[src/rtl/running_light_monitor.sv]
// Receive-side checker for a four-LED running light: samples the LEDs after each
// listen_clk step, tracks the walking position and reports lock, stalls and errors.
module running_light_monitor #(
    parameter int SETTLE_CYC  = 2,
    parameter int TIMEOUT_CYC = 75_000_000,
    parameter int DIR         = 0,
    parameter int LOCK_N      = 2,
    parameter int ERR_W       = 8
) (
    input  logic             sys_clk,
    input  logic             sys_rst,
    input  logic             listen_clk,
    input  logic [3:0]       led_in,
    output logic [1:0]       pos,
    output logic             pos_valid,
    output logic             locked,
    output logic             stalled,
    output logic             err_pulse,
    output logic [1:0]       err_code,
    output logic [ERR_W-1:0] err_cnt
);

    localparam int TO_W = (TIMEOUT_CYC > 2) ? $clog2(TIMEOUT_CYC) : 1;
    // Counter holds cycles since the rise minus one; it "reaches" the limit when its
    // incremented value equals TIMEOUT_CYC-1 (TIMEOUT_CYC is expected to be >= 2).
    localparam logic [TO_W-1:0]  TO_LIM    = TO_W'(TIMEOUT_CYC - 1);
    localparam logic [3:0]       SETTLE    = 4'(SETTLE_CYC);
    localparam logic [2:0]       LOCK_GOOD = 3'(LOCK_N);
    localparam logic [ERR_W-1:0] CNT_MAX   = '1;

    localparam logic [1:0] ERR_STEP  = 2'b01;
    localparam logic [1:0] ERR_1HOT  = 2'b10;
    localparam logic [1:0] ERR_STALL = 2'b11;

    typedef enum logic [1:0] {
        HUNT   = 2'd0,
        TRACK  = 2'd1,
        LOCKED = 2'd2
    } state_t;

    state_t           state_reg, state_next;
    logic [2:0]       good_reg, good_next;
    logic             lc_q_reg;
    logic [3:0]       settle_cnt_reg, settle_cnt_next;
    logic [TO_W-1:0]  to_cnt_reg, to_cnt_next;
    logic [1:0]       pos_reg, pos_next;
    logic             pos_valid_reg, pos_valid_next;
    logic             locked_reg;
    logic             stalled_reg, stalled_next;
    logic             err_pulse_reg, err_pulse_next;
    logic [1:0]       err_code_reg, err_code_next;
    logic [ERR_W-1:0] err_cnt_reg, err_cnt_next;

    logic             rise;
    logic             sample;
    logic             stall_hit;
    logic [TO_W-1:0]  to_inc;
    logic [3:0]       single;
    logic             ok1h;
    logic [1:0]       pos_s;
    logic [1:0]       nxt;
    logic             match;
    logic [2:0]       good_inc;
    logic             err_event;

    assign rise = listen_clk & ~lc_q_reg;

    // One comparator per LED: led_in must equal exactly that single bit.
    generate
        for (genvar gi = 0; gi < 4; gi++) begin : g_onehot
            assign single[gi] = (led_in == (4'b0001 << gi));
        end
    endgenerate

    assign ok1h  = |single;
    assign pos_s = {single[3] | single[2], single[3] | single[1]};
    assign nxt   = (DIR != 0) ? pos_reg - 2'd1 : pos_reg + 2'd1;
    assign match = ok1h && (pos_s == nxt);

    // A rise landing on the sample cycle restarts the window, so the old sample is dropped.
    assign sample = !rise && (settle_cnt_reg == 4'd1);

    always_comb begin
        settle_cnt_next = settle_cnt_reg;
        if (rise) begin
            settle_cnt_next = SETTLE;
        end else if (settle_cnt_reg != 4'd0) begin
            settle_cnt_next = settle_cnt_reg - 4'd1;
        end
    end

    assign to_inc    = to_cnt_reg + TO_W'(1);
    assign stall_hit = !rise && (to_inc == TO_LIM);

    always_comb begin
        to_cnt_next = to_inc;
        if (rise || stall_hit) begin
            to_cnt_next = '0;
        end
    end

    assign good_inc = good_reg + 3'd1;

    always_comb begin
        state_next     = state_reg;
        good_next      = good_reg;
        pos_next       = pos_reg;
        pos_valid_next = 1'b0;
        stalled_next   = stalled_reg;
        err_event      = 1'b0;
        err_code_next  = err_code_reg;

        if (rise) begin
            stalled_next = 1'b0;
        end

        // Stall outranks a coinciding sample; that sample is discarded entirely.
        if (stall_hit) begin
            stalled_next = 1'b1;
            if (!stalled_reg && state_reg != HUNT) begin
                state_next    = HUNT;
                good_next     = 3'd0;
                err_event     = 1'b1;
                err_code_next = ERR_STALL;
            end
        end else if (sample) begin
            if (ok1h) begin
                pos_next       = pos_s;
                pos_valid_next = 1'b1;
            end
            case (state_reg)
                HUNT: begin
                    if (ok1h) begin
                        state_next = TRACK;
                        good_next  = 3'd1;
                    end
                end
                TRACK: begin
                    if (match) begin
                        good_next = good_inc;
                        if (good_inc == LOCK_GOOD) begin
                            state_next = LOCKED;
                        end
                    end else if (ok1h) begin
                        good_next     = 3'd1;
                        err_event     = 1'b1;
                        err_code_next = ERR_STEP;
                    end else begin
                        state_next    = HUNT;
                        good_next     = 3'd0;
                        err_event     = 1'b1;
                        err_code_next = ERR_1HOT;
                    end
                end
                LOCKED: begin
                    if (match) begin
                        state_next = LOCKED;
                    end else if (ok1h) begin
                        state_next    = TRACK;
                        good_next     = 3'd1;
                        err_event     = 1'b1;
                        err_code_next = ERR_STEP;
                    end else begin
                        state_next    = HUNT;
                        good_next     = 3'd0;
                        err_event     = 1'b1;
                        err_code_next = ERR_1HOT;
                    end
                end
                default: begin
                    state_next = HUNT;
                    good_next  = 3'd0;
                end
            endcase
        end

        err_pulse_next = err_event;
        err_cnt_next   = err_cnt_reg;
        if (err_event && err_cnt_reg != CNT_MAX) begin
            err_cnt_next = err_cnt_reg + ERR_W'(1);
        end
    end

    always_ff @(posedge sys_clk) begin
        // Loading lc_q during reset keeps a high listen_clk at release from looking like a rise.
        lc_q_reg <= listen_clk;
        if (sys_rst) begin
            state_reg      <= HUNT;
            good_reg       <= 3'd0;
            settle_cnt_reg <= 4'd0;
            to_cnt_reg     <= '0;
            pos_reg        <= 2'd0;
            pos_valid_reg  <= 1'b0;
            locked_reg     <= 1'b0;
            stalled_reg    <= 1'b0;
            err_pulse_reg  <= 1'b0;
            err_code_reg   <= 2'd0;
            err_cnt_reg    <= '0;
        end else begin
            state_reg      <= state_next;
            good_reg       <= good_next;
            settle_cnt_reg <= settle_cnt_next;
            to_cnt_reg     <= to_cnt_next;
            pos_reg        <= pos_next;
            pos_valid_reg  <= pos_valid_next;
            locked_reg     <= (state_next == LOCKED);
            stalled_reg    <= stalled_next;
            err_pulse_reg  <= err_pulse_next;
            err_code_reg   <= err_code_next;
            err_cnt_reg    <= err_cnt_next;
        end
    end

    assign pos       = pos_reg;
    assign pos_valid = pos_valid_reg;
    assign locked    = locked_reg;
    assign stalled   = stalled_reg;
    assign err_pulse = err_pulse_reg;
    assign err_code  = err_code_reg;
    assign err_cnt   = err_cnt_reg;

endmodule
[config.mk]
export PLATFORM = sky130hd
export DESIGN_NAME = running_light_monitor
export DESIGN_NICKNAME = d
export VERILOG_FILES = /design/src/rtl/running_light_monitor.sv
export SDC_FILE = /design/constraint.sdc
export NUM_CORES = 1
export LEC_CHECK = 0
export ABC_AREA = 1
export CAP_MARGIN = 0
export CORE_ASPECT_RATIO = 1.75
export CORE_MARGIN = 2
export CORE_UTILIZATION = 55
export CTS_BUF_LIST = sky130_fd_sc_hd__clkbuf_4 sky130_fd_sc_hd__clkbuf_8
export DETAILED_ROUTE_END_ITERATION = 16
export HOLD_SLACK_MARGIN = 0.02
export PLACE_DENSITY = 0.75
export RECOVER_POWER = 50
export SLEW_MARGIN = 10
export SYNTH_ARGS = -nofsm -noshare
export SYNTH_HDL_FRONTEND = slang
export SYNTH_SLANG_ARGS = --single-unit
[constraint.sdc]
create_clock -name sys_clk -period 5.4 [get_ports sys_clk]
set_input_delay 0.54 -clock sys_clk [delete_from_list [all_inputs] [get_ports sys_clk]]
set_output_delay 0.54 -clock sys_clk [all_outputs]
set_load 0.01 [all_outputs]
==> results of run 1 <==
[cells in the mapped netlist (5+ instances only)]
library cell	count	area share, %
sky130_fd_sc_hd__nand2_2	8	1.5
sky130_fd_sc_hd__o21ai_0	5	0.76
sky130_fd_sc_hd__xor2_1	8	2.1
sky130_fd_sc_hd__dfxtp_1	53	32
sky130_fd_sc_hd__inv_1	65	7.4
sky130_fd_sc_hd__nand3_1	30	4.6
sky130_fd_sc_hd__nor2_1	85	9.7
sky130_fd_sc_hd__ha_1	9	3.4
sky130_fd_sc_hd__nand3b_1	5	1.1
sky130_fd_sc_hd__nand4_1	16	3.1
sky130_fd_sc_hd__a21oi_1	21	3.2
sky130_fd_sc_hd__nor3_1	7	1.1
sky130_fd_sc_hd__nor2_4	6	2.1
sky130_fd_sc_hd__nand2_1	140	16
sky130_fd_sc_hd__nor2_2	6	1.1
[through the flow]
| stage | setup slack, ns | instances | util, % | hold slack (ns) | cell area [µm²] |
|---|---|---|---|---|---|
| after floorplan | 3.23 | 502 | - | 0.433 | 3280 |
| after global placement | 2.50 | 598 | 61.2 | 0.449 | 3570 |
| after detailed placement | 2.42 | 598 | 61.2 | 0.464 | 3570 |
| after CTS | 2.39 | 606 | 63.3 | 0.478 | 3690 |
| after global routing | 1.13 | 606 | 62.1 | 0.496 | 3620 |
| final | 1.57 | 606 | 62.1 | 0.473 | 3620 |
[routing by layer]
metal | up-vias | share of wire [%] | track usage [%]
met4 | 0 | 6.6 | 18.1
li1 | 1633 | - | -
met5 | - | 0 | 0
met3 | 39 | 2.6 | 2.33
met2 | 88 | 54 | 48.1
met1 | 1462 | 37 | 23.0
[kinds of logic after synthesis]
family,after synthesis
DFF,53
AOI/OAI and AO/OA,36
adders and majority gates,9
and+or+nand+nor,321
xor gates and xnor gates,12
buffers and inverters,71
[how the worst min path moves through the flow]
stage,end,startpoint,cells past startpoint
2_1_floorplan,settle_cnt_reg[0],settle_cnt_reg[0],1
3_3_place_gp,settle_cnt_reg[3],settle_cnt_reg[3],1
3_5_place_dp,settle_cnt_reg[3],settle_cnt_reg[3],1
4_1_cts,settle_cnt_reg[3],settle_cnt_reg[3],1
5_1_grt,settle_cnt_reg[3],settle_cnt_reg[3],1
6_report,settle_cnt_reg[3],settle_cnt_reg[3],1
[final cells by class]
type / count / area (µm²)
Tap cell: 78 / 97.6
Clock buffer: 6 / 82.6
Clock inverter: 2 / 37.5
Sequential cell: 53 / 1060
Inverter: 67 / 251
Fill cell: 622 / 2210
Multi-Input combinational cell: 378 / 1870
Timing Repair Buffer: 22 / 220
[where the power goes]
group	leakage, µW	internal [µW]	switching [µW]	total (µW)
logic	0.00100	14.7	26.8	41.6
clock network	0.0000574	151	135	286
registers	0.000428	395	5.09	401
total	0.00149	561	167	729
==> flow_results.org, run 1 <==
** Outcome
- Run status :: finished, final reports clean

** Cells and area
- The register with the most flip-flops in the layout has 27 of them.
- The library cell used most frequently in the layout, excluding fill and tap cells, is sky130_fd_sc_hd__nand2_1.
- In the final layout, the share of cells above drive strength 1 is 6.82%.
- Fin nets :: between 500 and 600
- The number of antenna diodes in the final layout is 0.
- The area growth from synthesis to layout is 10.6%.
- Commonest cells after routing, fill and taps aside :: 142 x sky130_fd_sc_hd__nand2_1, 88 x sky130_fd_sc_hd__nor2_1, 65 x sky130_fd_sc_hd__inv_1, 53 x sky130_fd_sc_hd__dfxtp_1, 32 x sky130_fd_sc_hd__nand3_1

** Setup path
- Crit path cell chain :: ha_1 > nand2_2 > nor2_1 > nand2_1 > nor2_1 > nand2_1 > nand2_1 > nand3_1 > nor2_1 > nand2_1 > nor2_1 > nand4_1 > nand3_1 > nand2_1 > nand2_1 > nor2_1
- Max FO, Critical Path :: 13
- Delay-heaviest family, CP :: simple AND/OR/NAND/NOR gates
- Levels on crit path :: 16
- Depth of the most critical reg-to-reg path :: 16
- In this design, the stage delay of the slowest critical-path cell is 0.54 ns.
- For the worst setup path, the data required time is around 5.6 ns.
- Cell repeated most along the worst path :: sky130_fd_sc_hd__nand2_1
- Reg-to-reg slack, setup :: between 1.5 and 2 ns
- Crit path kind :: register to register
- Critical R2R Launch :: to_cnt_reg[1]
- The largest individual stage delay along the critical path comes from the cell sky130_fd_sc_hd__nand3_1.
- Start point of the critical path :: to_cnt_reg[1]
- Termination of the worst setup path :: err_cnt[0]
- STA classifies the critical path endpoint as a register.
- Sort of element at the start of the critical path :: register
- Data arrival, critical path :: ~4 ns
- CP bufs+invs :: 0
- R2R Path End :: err_cnt[0]

** STA
- Time the final worst path needs with I/O delays and setup :: between 3 and 4 ns
- Highest clock frequency the design can meet :: ~0.26 GHz
- The final number of max-transition violations was 0.
- Setup violations remaining at the end of the flow were counted as 0.
- Least-Margin Pin Slew :: between 0.9 and 1 ns
- Setup repair after global routing left no endpoint under its margin.
- The worst pin sits at a relative slew slack of about two fifths.
- The number of hold violations in the final report came to 0.
- In the finished design, the share of the clock period the worst path needs comes to 71.0%.
- Clock skew on the completed layout was measured at roughly 0.0058 ns.
- Post-Route Setup TNS :: 0 ns

** CTS
- Buffer levels on the longest clock path :: 2
- The H-tree was split into 2 levels.
- The number of clock buffers added by TritonCTS is 5.
- Number of instances resized during post-cts repair :: 0
- In this run the clock root is driven by a sky130_fd_sc_hd__clkbuf_8.
- For the worst-skew pair, the clock arrives at the later sink with an insertion delay of ~0.31 ns.
- Buffers inserted to repair hold after CTS numbered 0.
- Clock transition time at the flip-flop clock pins of the worst setup and hold paths :: 0.10 ns
- Counting every sink on the clock net gives between 50 and 60.
- Setup Fix Bufs, Post-CTS :: 0
- TritonCTS built the clock tree.

** Floorplan
- Height of the die :: 106 µm
- Die width :: between 60 and 70 µm
- Floorplan Core Area :: 0.00583 mm²
- The initial utilization of the core area, before any placement, comes to a little under three fifths.
- Total Die Area :: between 0.006 and 0.007 mm²
- For this design the top-level I/O count stands at 23.
- Number of cell rows :: 37

** Global routing
- Overall Global Routing Usage :: between 20% and 30%
- The via count of the first global-routing pass was around 3100.
- After global routing the overflow that remains totals 0.
- Initial antenna violation count :: 0
- The first global-routing pass estimated approximately 13000 µm of wire.
- Entering global routing, the biggest net connects 28 pins.

** Job
- Across the run, the number of max-cap violations was 0.

** Power
- In this run the static leakage power is about 0.0015 µW.
- Power Total :: 729 µW
- Maximum VDD drop :: 0.187 mV
- P per Cell Area :: between 200 and 250 mW/mm²

** Synth
- Dividing the synthesized area by the synthesized cell count gives between 6 and 7 µm².
- Seq cells post-synth :: between 50 and 60
- The mapped netlist covers 0.00328 mm².
- The portion of synthesized area spent on multiplexers is 0%.
- After synthesis, the largest family of logic cells by area is simple AND/OR/NAND/NOR gates.
- The synthesized netlist devotes just over 6% of its cell area to compound gates.
- Number of warnings printed during yosys synthesis :: 0
- Among all flip-flop cells after synthesis, the most frequent one is sky130_fd_sc_hd__dfxtp_1.
- XOR/XNOR share of the synthesized area :: between 3 and 4%
- Of the total synthesized cell area, the portion taken by AND, OR, NAND and NOR gates is 46.3%.
- The number of nets handed over by synthesis was 518.
- Asr flop ratio synth :: 0%
- Number of enable-type register cells in the synthesized netlist :: 0
- Unique cell type count in the Yosys netlist :: 38
- Post-synthesis adder-cell area fraction :: under 10%
- Sequential cell area fraction in the yosys report :: between 30% and 40%
- Synthesis produced roughly 500 cells.

** Placement
- Detailed placement finished with a half-perimeter wire length of roughly 6200 µm.
- Routability-driven placement finished with a final weighted congestion of around 1.
- In this run the tool buffered the top-level ports with 22 buffer cells.

** Drt
- The pre-antenna-repair detailed-routing pass consisted of 4 iterations.
- Drt drc :: 0
- Vias :: between 3000 and 4000
- In the routed layout, each cell is associated on average with a via count of 5.32.
- Violation count after the first detailed-routing iteration :: roughly 150
- Wires add up to 7870 µm.
- Detail Route Antenna Nets :: 0
- Routed len/inst :: 13.0 µm

** Min path
- The tightest min-delay check is of the register to register type.
(Power assumes the default switching activity.)
==> run 2: changes to the inputs <==
Clock period 5.4 ns to 3.75 ns, I/O delays scaled along.
==> run 2 against run 1 <==
Sequential share of layout area fell by 0.39 points. Worst setup slack lost 0.59 ns. Count of clock-buffer cells in the layout decreased by 1. Core utilization grew 0.84 points. Cell count rose by 0.17%. Non-clock buffer count is 2 higher. Clock power increased by 34%. Global-route usage grew 0.62 points. Die area stayed put. Critical path type unchanged. Critical endpoint is now pos_valid.
==> flow_results.org, run 2 (synthesis gave the netlist of run 1 again) <==
** Outcome
- Run status :: finished, final reports clean

** Setup path
- The setup path with the least slack is of type register to register.
- At the worst endpoint, the arrival time is 2.98 ns.
- Critical R2R Launch :: to_cnt_reg[0]
- Max FO, Critical Path :: 15
- Depth of the most critical reg-to-reg path :: 13
- Reg-to-reg slack, setup :: slightly below 1 ns
- The endpoint identified for the worst register-to-register timing path is pos_valid.
- STA puts the critical path data required time at 3.95 ns.
- Sort of element at the start of the critical path :: register
- Crit path capture type :: register

** Global routing
- The total overflow left after global routing is 0.
- The first global-routing pass estimated roughly 13000 µm of wire.
- The via count of the first global-routing pass is 3143.
- The number of antenna violations at the first check in global routing is 0.
- Overall Global Routing Usage :: between 20% and 30%
- Entering global routing, the biggest net connects 16 pins.

** CTS
- After clock tree synthesis, the clock-pin slew on the worst setup and hold paths is 0.10 ns.
- Clock tree from TritonCTS :: done
- Clock insertion delay at the later pin of the skew report :: between 0.3 and 0.4 ns
- In this run, post-CTS repair resized a total of 0 instances.
- H-Tree Depth :: 2
- Buffer levels on the longest clock path :: 2
- The clock net in this run drives a total of between 50 and 60 sinks.
- The tree is rooted in a sky130_fd_sc_hd__clkbuf_8.
- After clock tree synthesis, the flow added hold-fix buffers numbering 0.
- Buffers inserted during clock tree synthesis total 5.
- Setup Fix Bufs, Post-CTS :: 0

** Job
- MaxCap Viol Count :: 0

** STA
- Hold violation total from the final report :: 0
- The final number of max-transition violations was 0.
- Post-Route Setup TNS :: 0 ns
- Setup violations remaining at the end of the flow were counted as 0.
- Measured against its own limit, the worst slew margin works out to a little under three quarters.
- Static timing analysis puts the maximum clock frequency at roughly 0.36 GHz.
- Final critical-path share of the clock period :: 74.0%
- Setup repair after global routing left no endpoint under its margin.
- Fin Clk Skew :: just under 0.005 ns
- Least-Margin Pin Slew :: between 0.4 and 0.5 ns
- The worst path needs 2.78 ns of the cycle, external delays included.

** Placement
- Sum of net half-perimeters after detailed placement :: ~6200 µm
- Input and output buffers added on the ports amount to 22.
- At the end of routability-driven placement, the weighted congestion stood at ~0.96.

** Min path
- Depth of the worst hold-timing path :: 1
- Hold Startpoint :: settle_cnt_reg[3]
- Capture endpoint of the worst hold path :: settle_cnt_reg[3]
- Tightest Hold Check Type :: register to register

** Cells and area
- Multi-input logic area :: roughly 0.0019 mm²
- The register with the most flip-flops in the layout has 27 of them.
- Compared with the post-synthesis result, the final layout area differs by 12.1%.
- Final core area utilization :: a little over three fifths
- In the final layout, flip-flops and latches occupy about 0.0011 mm².
- Ant. Diodes :: 0
- The library cells used most frequently in the layout, excluding fill and tap cells, are 141 x sky130_fd_sc_hd__nand2_1, 86 x sky130_fd_sc_hd__nor2_1, 65 x sky130_fd_sc_hd__inv_1, 53 x sky130_fd_sc_hd__dfxtp_1, 31 x sky130_fd_sc_hd__nand3_1.
- Filler cell count :: 610
- Layout cells sized above 1 :: approximately 7.9%
- Leaving out fill and tap cells, the most frequent cell in the layout is sky130_fd_sc_hd__nand2_1.
- Fin nets :: 545

** Drt
- Iteration count of the initial detailed-routing pass :: 4
- Routed len/inst :: 12.9 µm
- For this block, the routed nets add up to a little under 8000 µm of wire.
- After detailed routing, the number of vias per cell comes to between 5 and 6.
- Violation count after the first detailed-routing iteration :: a little under 200
- Detail Route Antenna Nets :: 0
- After detailed routing, the number of remaining DRC violations is 0.
- The detailed router placed about 3200 vias in this run.

** Power
- Across the VDD grid, the largest voltage drop is 0.215 mV.
- P per Cell Area :: around 280 mW/mm²
- The analysis attributes to cell leakage a power of approximately 0.0015 µW.

** Floorplan
- After floorplanning, the core was divided into 37 placement rows.
- Total Die Area :: ~0.0066 mm²
- Top-level I/O count :: 23
- Measured along the y axis, the die boundary spans approximately 110 µm.
- The die is slightly above 60 µm wide.
- Once the floorplan was initialized, standard cells occupied a little under three fifths of the core.
- Floorplan Core Area :: about 0.0058 mm²
[run 2: layout make-up]
cell class                      count  area share (%)
Clock inverter                      2           0.954
Timing Repair Buffer               24            6.40
Tap cell                           78            2.66
Inverter                           67            6.85
Multi-Input combinational cell    378            52.4
Sequential cell                    53            28.9
Clock buffer                        5            1.87
[run 2: worst max-delay path by stage]
stage	start	end	slack (ns)	cells past startpoint
CTS	to_cnt_reg[0]	good_reg[0]	1.06	15
global placement	to_cnt_reg[0]	pos_valid	1.15	15
floorplan	to_cnt_reg[1]	err_cnt[6]	1.58	14
global route	to_cnt_reg[0]	pos_valid	0.64	15
detailed placement	to_cnt_reg[0]	pos_valid	1.08	15
finish	to_cnt_reg[0]	pos_valid	0.97	13
[run 2: worst max-delay path: stages, from the launching register on]
cell,delay (ns)
sky130_fd_sc_hd__dfxtp_1,0.40
sky130_fd_sc_hd__ha_1,0.23
sky130_fd_sc_hd__nand2_1,0.15
sky130_fd_sc_hd__nor2_8,0.20
sky130_fd_sc_hd__nand2_4,0.11
sky130_fd_sc_hd__nor2_1,0.14
sky130_fd_sc_hd__xor2_1,0.11
sky130_fd_sc_hd__nor2_1,0.21
sky130_fd_sc_hd__nand3_2,0.11
sky130_fd_sc_hd__nor2_1,0.22
sky130_fd_sc_hd__nand2_1,0.10
sky130_fd_sc_hd__nand2_1,0.35
sky130_fd_sc_hd__buf_4,0.30
sky130_fd_sc_hd__nor3_1,0.06
[run 2: through the flow]
stage                     hold slack, ns  power (µW)  area [µm²]  cells  setup WS [ns]
after global placement             0.449         650        3580    600           1.15
after CTS                          0.469        1030        3690    607           1.06
after detailed placement           0.456         652        3580    600           1.08
after floorplan                    0.403         631        3280    502           1.58
after global routing               0.489        1060        3670    607          0.643
final                              0.466        1020        3670    607          0.974
[run 2: where the power goes]
part	total (µW)	internal [µW]	leakage (µW)	switching [µW]
Combinational	61.1	22.7	0.00106	38.3
Sequential	577	569	0.000428	7.15
Clock	383	194	0.0000540	189
Total	1020	787	0.00154	234
[run 2: metal layers]
layer / vias up / share of wire [%] / GRT usage, %
met5: - / 0 / 0
met4: 0 / 5.6 / 16.0
met3: 36 / 3.2 / 2.54
met2: 93 / 55 / 50.4
met1: 1437 / 36 / 23.7
li1: 1644 / - / -
==> run 3: changes to the inputs <==
Settings changed: PLACE_DENSITY 0.75 to 0.78.
Clock period 3.75 ns to 2.5 ns, I/O delays scaled along.
==> run 3 against run 2 <==
First-iteration DRC count shrank 17%. Power is 65% higher. Clock power up 86%. Core utilization rose by 4.9 points. Non-clock buffer count up 16. Sequential share of layout area shrank 1.7 points. Critical path type unchanged. Critical endpoint is now err_cnt[7].
==> flow_results.org, run 3 (synthesis gave the netlist of run 1 again) <==
** Job
- Max-cap violations in this run came to 0.

** STA
- Time the final worst path needs with I/O delays and setup :: roughly 2.4 ns
- For the final routed database, the setup TNS stands at 0 ns.
- Headroom to the max-slew limit came out at about 75%.
- The final number of max-transition violations was 0.
- At the pin with the least slew margin, the transition time is 0.369 ns.
- Derived from the worst setup path, the maximum achievable clock frequency is about 0.42 GHz.
- Setup violations remaining at the end of the flow were counted as 0.
- Between clock sinks in the finished design, the worst skew comes to 0.00653 ns.
- Worst Setup Slack, final :: 0.115 ns
- After layout, the worst path uses a little over nine tenths of the clock period.
- Hold violation total from the final report :: 0
- On the final layout, the worst hold slack is roughly 0.48 ns.

** CTS
- TritonCTS buffer count :: 5
- Clock insertion delay at the later pin of the skew report :: 0.31 ns
- The number of hold buffers added after CTS was 0.
- The H-tree generated during clock tree synthesis spans 2 levels.
- Buffer type at the clock tree root :: sky130_fd_sc_hd__clkbuf_8
- Sink Count :: 53
- Clock tree from TritonCTS :: done
- The longest clock path from root to sink contains 2 buffers.
- After clock tree synthesis, the clock-pin slew on the worst setup and hold paths is approximately 0.10 ns.

** Setup path
- The critical path goes through ha_4 > nand2_4 > nor2_8 > nand3_4 > buf_4 > xor2_2 > nand3_1 > nor3_4 > nand3_4 > nand2_4 > buf_6 > nand4_1 > a21oi_1.
- Slowest stage delay, CP :: about 0.37 ns
- Delay-heaviest family, CP :: simple AND/OR/NAND/NOR gates
- Depth of the most critical reg-to-reg path :: 13
- Together, buffers and inverters on the worst path number 2.
- STA classifies the critical path endpoint as a register.
- Of all nets on the critical path, the largest fanout is 6.
- Data arrival, critical path :: 2.64 ns
- The largest individual stage delay along the critical path comes from the cell sky130_fd_sc_hd__dfxtp_2.
- The worst setup path is of the register to register kind.
- Levels on crit path :: 13
- STA classifies the critical path startpoint as a register.
- STA puts the critical path data required time at between 2 and 3 ns.

** Drt
- Violation count after the first detailed-routing iteration :: 161
- After detailed routing, the number of remaining DRC violations is 0.
- DRT Wirelength :: about 8300 µm
- Iteration count of the initial detailed-routing pass :: 4
- In the routed layout, each cell is associated on average with a via count of approximately 5.3.
- Routed len/inst :: ~13 µm
- Vias :: roughly 3300
- Detail Route Antenna Nets :: 0

** Cells and area
- Commonest non-fill, non-tap cell in the layout :: sky130_fd_sc_hd__nand2_1
- Ant. Diodes :: 0
- Commonest cells after routing, fill and taps aside :: 137 x sky130_fd_sc_hd__nand2_1, 77 x sky130_fd_sc_hd__nor2_1, 65 x sky130_fd_sc_hd__inv_1, 42 x sky130_fd_sc_hd__dfxtp_1, 29 x sky130_fd_sc_hd__nand3_1
- Flip-flop count of the largest register after layout :: 27
- Once layout is complete, the utilization of the core stands at between 60% and 70%.
- For this run, the post-layout net count is 561.
- Relative to the synthesized area, the layout overhead comes to 20.8%.
- Layout cells sized above 1 :: between 15 and 20%

** Power
- Clock power frac :: between 40% and 50%
- Net switching is a little under a quarter of the power.
- Switching power summed over all nets :: about 380 µW
- Of the total power, registers draw about half.
- Combinational cells account for 6.4% of the total power.
- Cell leakage power :: around 0.0017 µW
- Cell internal pwr :: between 1000 and 1500 µW
- Maximum VDD drop :: 0.341 mV
- Power spread over the standard cell area amounts to roughly 430 mW/mm².

** Floorplan
- The die is 106 µm tall.
- Number of cell rows :: 37
- Total Die Area :: 0.00662 mm²
- Starting Density :: 56.2%
- Floorplan Core Area :: 0.00583 mm²
- Top-level I/O count :: 23
- Die width :: ~62 µm

** Min path
- Tightest Hold Check Type :: register to register
- Counting instances, the worst hold path has a depth of 1.

** Global routing
- Overall Global Routing Usage :: 25.5%
- Entering global routing, the biggest net connects 18 pins.
- For this run the aggregate overflow at the end of global routing stands at 0.
- The first global-routing pass estimated approximately 14000 µm of wire.
- The number of antenna violations at the first check in global routing is 0.
- Via count of the first global-routing pass :: 3170

** Placement
- PortBufs :: 22
- The congestion estimate from routability-driven global placement came to ~1.
- At the placement stage, the worst setup path has a slack of -0.0152 ns.
- The wire-length estimate of the detail-placed layout is 6460 µm.

** Outcome
- Run status :: finished, final reports clean
## run 3: changes by cell type in the layout (fill, tap and decap cells not counted), moves of 2 or more
| cell | change |
|---|---|
| sky130_fd_sc_hd__buf_4 | +14 |
| sky130_fd_sc_hd__dfxtp_1 | -11 |
| sky130_fd_sc_hd__dfxtp_2 | +11 |
| sky130_fd_sc_hd__nor2_1 | -9 |
| sky130_fd_sc_hd__nor2_4 | +5 |
| sky130_fd_sc_hd__nand2_1 | -4 |
| sky130_fd_sc_hd__nor2_2 | +4 |
| sky130_fd_sc_hd__buf_6 | +2 |
| sky130_fd_sc_hd__nand2_2 | +2 |
| sky130_fd_sc_hd__nand2_4 | +2 |
| sky130_fd_sc_hd__nand3_1 | -2 |
## run 3: cell type report
type,instances,area [µm²]
clock buffer,5,68.8
tap,78,97.6
multi-input combinational,378,2030
inverter,67,251
clock inverter,3,68.8
fill,535,1870
timing repair buffer,40,363
sequential,53,1070
## run 3: worst paths after layout
check	to	slack [ns]	start
min	settle_cnt_reg[0]	0.48	settle_cnt_reg[0]
min reg2reg	settle_cnt_reg[0]	0.48	settle_cnt_reg[0]
max	err_cnt[7]	0.11	to_cnt_reg[0]
max reg2reg	err_cnt[7]	0.11	to_cnt_reg[0]
## run 3: per-stage QoR
step / total power, µW / cell area [µm²] / std cells
after floorplan: 946 / 3280 / 502
after global placement: 983 / 3630 / 606
after detailed placement: 987 / 3630 / 606
after CTS: 1690 / 3770 / 614
after global routing: 1740 / 3960 / 624
final: 1680 / 3960 / 624
## run 3: per-layer routing
layer	vias to the layer above	global-route usage [%]	wire (µm)
li1	1675	-	-
met1	1480	23.7	2980
met2	84	51.3	4650
met3	37	2.96	231
met4	0	15.6	468
met5	-	0	0
## run 3: timing repair
| item | in CTS | in global routing |
|---|---|---|
| setup buffers | 0 | 10 |
| gates resized for setup | 2 | 36 |
| setup endpoints to repair | 18 | 41 |
| pin swaps | 0 | 10 |
## run 3: power by group through the flow
| stage | clock network, µW | registers [µW] | logic [µW] |
|---|---|---|---|
| after floorplan | 0 | 883 | 63.3 |
| after global placement | 0 | 883 | 100 |
| after detailed placement | 0 | 883 | 104 |
| after CTS | 721 | 864 | 105 |
| after global routing | 749 | 868 | 119 |
| final | 712 | 866 | 107 |
